[config.mk]
export PLATFORM = sky130hd
export DESIGN_NAME = inst_fetch_unit
export DESIGN_NICKNAME = d
export VERILOG_FILES = /design/src/rtl/cpu_pkg.sv /design/src/rtl/fetch_hold_buf.sv /design/src/rtl/inst_fetch_unit.sv
export SDC_FILE = /design/constraint.sdc
export NUM_CORES = 1
export LEC_CHECK = 0
export ABC_CLOCK_PERIOD_IN_PS = 7600
export BUFFER_PORTS_ARGS = -buffer_cell sky130_fd_sc_hd__clkbuf_2
export CELL_PAD_IN_SITES_DETAIL_PLACEMENT = 2
export CELL_PAD_IN_SITES_GLOBAL_PLACEMENT = 2
export CORE_MARGIN = 2
export CORE_UTILIZATION = 36
export CTS_BUF_LIST = sky130_fd_sc_hd__clkbuf_8
export CTS_CLUSTER_DIAMETER = 100
export CTS_CLUSTER_SIZE = 12
export DETAILED_ROUTE_END_ITERATION = 8
export PLACE_DENSITY_LB_ADDON = 0.1
export SYNTH_ARGS = -nofsm -noshare
export SYNTH_HDL_FRONTEND = slang
export SYNTH_SLANG_ARGS = --single-unit
[constraint.sdc]
create_clock -name clk -period 7.6 [get_ports clk]
set_input_delay 1.9 -clock clk [delete_from_list [all_inputs] [get_ports clk]]
set_output_delay 1.9 -clock clk [all_outputs]
set_load 0.02 [all_outputs]
[src/rtl/cpu_pkg.sv]
// cpu_pkg: shared reset/NOP constants and the fetch state encoding.
package cpu_pkg;
  localparam logic [31:0] RESET_PC_DEF = 32'h0000_0000;
  localparam logic [31:0] NOP_WORD_DEF = 32'h0000_0000;
  typedef enum logic [1:0] {
    FETCH = 2'd0,
    HOLD  = 2'd1,
    DRAIN = 2'd2
  } fetch_state_e;
endpackage

[src/rtl/fetch_hold_buf.sv]
// fetch_hold_buf: 1-entry skid buffer parking a fetched word while ID is stalled.
module fetch_hold_buf (
  input  logic        clk,
  input  logic        rst,
  input  logic        load,
  input  logic        unload,
  input  logic        clear,
  input  logic [31:0] inst_in,
  input  logic [31:0] pc_plus4_in,
  output logic        valid,
  output logic [31:0] inst,
  output logic [31:0] pc_plus4
);
  logic        valid_q, valid_d;
  logic [31:0] inst_q, inst_d, pc_plus4_q, pc_plus4_d;
  always_comb begin
    valid_d    = clear ? 1'b0 : load ? 1'b1 : unload ? 1'b0 : valid_q;
    inst_d     = load ? inst_in : inst_q;
    pc_plus4_d = load ? pc_plus4_in : pc_plus4_q;
  end
  always_ff @(posedge clk or posedge rst) begin
    if (rst) begin
      valid_q    <= 1'b0;
      inst_q     <= '0;
      pc_plus4_q <= '0;
    end else begin
      valid_q    <= valid_d;
      inst_q     <= inst_d;
      pc_plus4_q <= pc_plus4_d;
    end
  end
  assign valid    = valid_q;
  assign inst     = inst_q;
  assign pc_plus4 = pc_plus4_q;
endmodule

[src/rtl/inst_fetch_unit.sv]
// inst_fetch_unit: IF stage owning the PC and IF/ID register, with a req/ack imem port,
// stall hold, redirect flush and NOP bubble injection.
module inst_fetch_unit
  import cpu_pkg::*;
#(
  parameter logic [31:0] RESET_PC = RESET_PC_DEF,
  parameter logic [31:0] NOP_WORD = NOP_WORD_DEF
) (
  input  logic        clk,
  input  logic        rst,
  output logic        imem_req,
  output logic [31:0] imem_addr,
  input  logic        imem_ack,
  input  logic [31:0] imem_rdata,
  input  logic        stall,
  input  logic        redirect_valid,
  input  logic [31:0] redirect_pc,
  output logic [31:0] id_inst,
  output logic [31:0] id_pc_plus4,
  output logic        id_valid
);
  fetch_state_e state_q, state_d;
  logic [31:0] pc_q, pc_d, tgt_q, tgt_d;
  logic [31:0] id_inst_q, id_inst_d, id_pc_plus4_q, id_pc_plus4_d;
  logic        id_valid_q, id_valid_d;
  logic        hb_load, hb_unload, hb_clear, hb_valid;
  logic [31:0] hb_inst, hb_pc_plus4, pc_plus4, redirect_aligned;
  assign pc_plus4         = pc_q + 32'd4;
  assign redirect_aligned = redirect_pc & 32'hFFFF_FFFC;
  fetch_hold_buf u_hold (
    .clk         (clk),
    .rst         (rst),
    .load        (hb_load),
    .unload      (hb_unload),
    .clear       (hb_clear),
    .inst_in     (imem_rdata),
    .pc_plus4_in (pc_plus4),
    .valid       (hb_valid),
    .inst        (hb_inst),
    .pc_plus4    (hb_pc_plus4)
  );
  always_ff @(posedge clk or posedge rst) begin
    if (rst) state_q <= FETCH;
    else     state_q <= state_d;
  end
  always_comb begin
    state_d       = state_q;
    pc_d          = pc_q;
    tgt_d         = tgt_q;
    id_inst_d     = id_inst_q;
    id_pc_plus4_d = id_pc_plus4_q;
    id_valid_d    = id_valid_q;
    hb_load       = 1'b0;
    hb_unload     = 1'b0;
    hb_clear      = 1'b0;
    if (redirect_valid) begin
      id_inst_d  = NOP_WORD;
      id_valid_d = 1'b0;
      hb_clear   = 1'b1;
      // an unanswered request must complete before the PC may move
      if (state_q != HOLD && !imem_ack) begin
        tgt_d   = redirect_aligned;
        state_d = DRAIN;
      end else begin
        pc_d    = redirect_aligned;
        state_d = FETCH;
      end
    end else if (state_q == DRAIN) begin
      if (imem_ack) begin
        pc_d    = tgt_q;
        state_d = FETCH;
      end
    end else if (state_q == HOLD) begin
      if (!stall) begin
        id_inst_d     = hb_inst;
        id_pc_plus4_d = hb_pc_plus4;
        id_valid_d    = hb_valid;
        hb_unload     = 1'b1;
        state_d       = FETCH;
      end
    end else if (imem_ack) begin
      pc_d = pc_plus4;
      if (stall) begin
        hb_load = 1'b1;
        state_d = HOLD;
      end else begin
        id_inst_d     = imem_rdata;
        id_pc_plus4_d = pc_plus4;
        id_valid_d    = 1'b1;
      end
    end else if (!stall) begin
      id_inst_d  = NOP_WORD;
      id_valid_d = 1'b0;
    end
  end
  always_ff @(posedge clk or posedge rst) begin
    if (rst) begin
      pc_q          <= RESET_PC;
      tgt_q         <= '0;
      id_inst_q     <= NOP_WORD;
      id_pc_plus4_q <= '0;
      id_valid_q    <= 1'b0;
    end else begin
      pc_q          <= pc_d;
      tgt_q         <= tgt_d;
      id_inst_q     <= id_inst_d;
      id_pc_plus4_q <= id_pc_plus4_d;
      id_valid_q    <= id_valid_d;
    end
  end
  // the request drops combinationally with reset so an abandoned fetch is withdrawn at once
  always_comb begin
    imem_req  = ~rst & (state_q != HOLD);
    imem_addr = pc_q;
  end
  assign id_inst     = id_inst_q;
  assign id_pc_plus4 = id_pc_plus4_q;
  assign id_valid    = id_valid_q;
endmodule
==> run summary <==
Largest net degree at the start of global routing: 130
I/O pin cnt: 167
Ys flop type: dfrtp_1
Final number of hold-violating endpoints: 0
Post-synth top area cell: dfrtp_1
Max_slew headroom: 31.5%
Post-synth top area share: 52.0%
DP HPWL: 18300 um
Worst slew pin tran: 1.03 ns
PostCTS Resize Cnt: 0
Post-synth EDFFs: 0
Syn-to-layout area delta: 15.5%
Post-synth top cells: dfrtp_1 (188), o21ai_0 (119), nand2_1 (112)
Initial Utilization: 36.3%
CP peak stage delay: 0.17 ns
Share of cells above drive strength 1: 28.2%
Diode count: 0
Worst Setup EP: imem_req
Register-to-Register Setup Slack: 4.23 ns
# hold bufs at CTS: 0
Crit Reg-Reg Startpoint: state_q[0]
Internal: 0.00227 W
Clock transition at path regs: 0.09 ns
Pwr dens: 376 nW/um^2
Status: complete, no violations
Clock Path Buffers: 2
RR Endpoint: u_hold.inst[21]
Leakage power: 4.83 nW
CP max FO: 2
Crit path arrival time: 2.30 ns
Number of clock sinks: 188
Setup bufs post-CTS: 0
Yosys Warn Count: 0
First-pass GRT wire length: 44700 um
Root Buffer: clkbuf_8
Setup crit end kind: output port
CTS tree: done
Number of routed nets with antenna violations: 0
Worst reg2reg path depth: 7
Min Clock Period, post-route: 4.20 ns
Area of the core: 25000 sq um
Via count: 7321
H-Tree Level Count: 4
Largest family of logic cells by synthesized area: compound AO/OA/AOI/OAI gates
Gr ovfl total: 0
Layout fillers: 2756
Post-synth design cell area: 9050 sq um
Mapped Cells: 914
Worst setup path class: input pin to output port
Final wirelength: 27200 um
Clock Skew: 0.0166 ns
Multiplexer share of the synthesized area: 9.92%
Worst hold path class: register to register
Syn Area/Cell: 9.91 sq um
Gp weighted congestion: 0.724
Vias per Instance: 5.32
Slowest stage cell, crit path: clkbuf_2
Unrepaired setup endpoints after global routing: false
Clk Latency, worst-skew pair: 0.46 ns
Die Width: 163 um
# rows: 58
Gate power share: 38.6%
Startpoint types: input pin
Port Buffers: 160
TritonCTS Buffers: 17
Post-synthesis sequential area ratio: 52.0%
Synth area leaders: dfrtp_1 (52%), mux2_2 (8.7%), o21ai_0 (6.6%)
Die Y: 163 um
CP Launch Point: rst
Vias in the first global route: 7917
TNS Setup: 0 ns
GRT Total Usage: 21.5%
Max-slew violation count: 0
Hold_ws: 0.482 ns
Distinct cells, synth: 57
Post-synthesis compound-gate area fraction: 16.3%
CP required: 5.70 ns
Most numerous cell in the Yosys netlist: dfrtp_1
Initial antenna violation count: 0
Crit-path most repeated cell: clkbuf_2
Tcrit/Tclk final: 55.3%
Maximum clock rate: 238 MHz
Total of max-cap violations: 0
Switching power: 0.00166 W
Router iterations before antenna repair: 4
Crit path cell chain: clkbuf_2 > nor2_1 > clkbuf_2
Yosys reg bits: 188
Net Sw Frac: 42.2%
Final setup viols: 0
Adder-Cell Fraction of Synth Area: 0.553%
Final Power: 0.00393 W
Synth Area in Simple Gates: 14.6%
Sequential share of power: 44.8%
Peak VDD IR: 112 uV
Clk pwr share: 16.7%
DIE AREA: 26400 sq um
Nets: 1108
Residual DRC: 0
Asr flop ratio synth: 100%
Initial DRC Count: 356
Routed wire per std cell: 19.7 um
XOR/XNOR share of the synthesized area: 2.32%
==> cells by family (layout without fill, tap and decap cells) <==
family / Yosys count / after routing
flops: 188 / 188
fa+ha+maj: 4 / 4
compound gates: 260 / 260
xor+xnor: 24 / 24
mux: 81 / 81
simple gates: 265 / 265
buf+inv: 91 / 221
other cells: 1 / 4
==> through the flow <==
stage	setup slack (ns)	util [%]	instance area, sq um	cells
6_report	3.40	41.9	10500	1377
3_3_place_gp	3.02	40.4	10100	1346
2_1_floorplan	0.586	-	9070	917
4_1_cts	3.39	41.9	10500	1377
5_1_grt	3.33	41.9	10500	1377
3_5_place_dp	3.03	40.4	10100	1346
==> power groups by stage <==
stage	sequential [W]	clock, W	combinational, W
after floorplan	0.00187	0	0.000866
after global placement	0.00176	0	0.00149
after detailed placement	0.00179	0	0.00154
after CTS	0.00176	0.000680	0.00154
after global routing	0.00183	0.000716	0.00169
final	0.00176	0.000656	0.00151
==> registers in the layout, summed over array words and instances (netlist names) <==
signal / cells
tgt_q: 30
id_pc_plus4: 30
state_q: 2
u_hold.inst: 32
id_valid: 1
id_inst: 32
u_hold.valid: 1
u_hold.pc_plus4: 30
imem_addr: 30
==> placed cells by master (no fill, tap or decap), drive strengths merged, types with 6 or more instances in the layout <==
| cell type | n |
|---|---|
| nor2 | 37 |
| o2bb2ai | 10 |
| mux2 | 70 |
| clkinv | 7 |
| o22ai | 7 |
| buf | 12 |
| o21ai | 126 |
| and4 | 7 |
| nor3 | 19 |
| dfrtp | 188 |
| clkbuf | 179 |
| a21oi | 74 |
| nand3 | 11 |
| and3 | 56 |
| inv | 22 |
| nand4 | 9 |
| mux2i | 11 |
| xnor2 | 22 |
| nand2 | 112 |
| a211oi | 6 |
==> final cells by class <==
type | instances | area [sq um] | share of cell area [%]
multi-input combinational | 638 | 4000 | 38.3
sequential | 188 | 4700 | 45.0
clock buffer | 19 | 262 | 2.50
inverter | 18 | 75.1 | 0.718
clock inverter | 12 | 111 | 1.06
tap | 330 | 413 | 3.95
timing repair buffer | 172 | 891 | 8.52
==> routing by layer <==
layer / vias up / GRT usage, % / wire length [um]
li1: 3458 / - / -
met1: 3710 / 30.1 / 12900
met2: 136 / 35.9 / 13100
met3: 17 / 3.08 / 936
met4: 0 / 4.02 / 219
met5: - / 0 / 0
==> worst max-delay path: cells and delay by family <==
kind | cells | cell delay (ns)
and+or+nand+nor | 1 | 0.10
buffers and inverters | 2 | 0.30
==> worst min path at each step <==
stage,start,endpoint,slack [ns],cells after the start
after floorplan,u_hold.pc_plus4[22],u_hold.pc_plus4[22],0.44,2
after global placement,u_hold.pc_plus4[22],u_hold.pc_plus4[22],0.45,2
after detailed placement,id_valid,id_valid,0.46,2
after CTS,id_valid,id_valid,0.48,2
after global routing,u_hold.pc_plus4[17],u_hold.pc_plus4[17],0.51,2
final,id_valid,id_valid,0.48,2
Power figures use the tool's default switching activity.
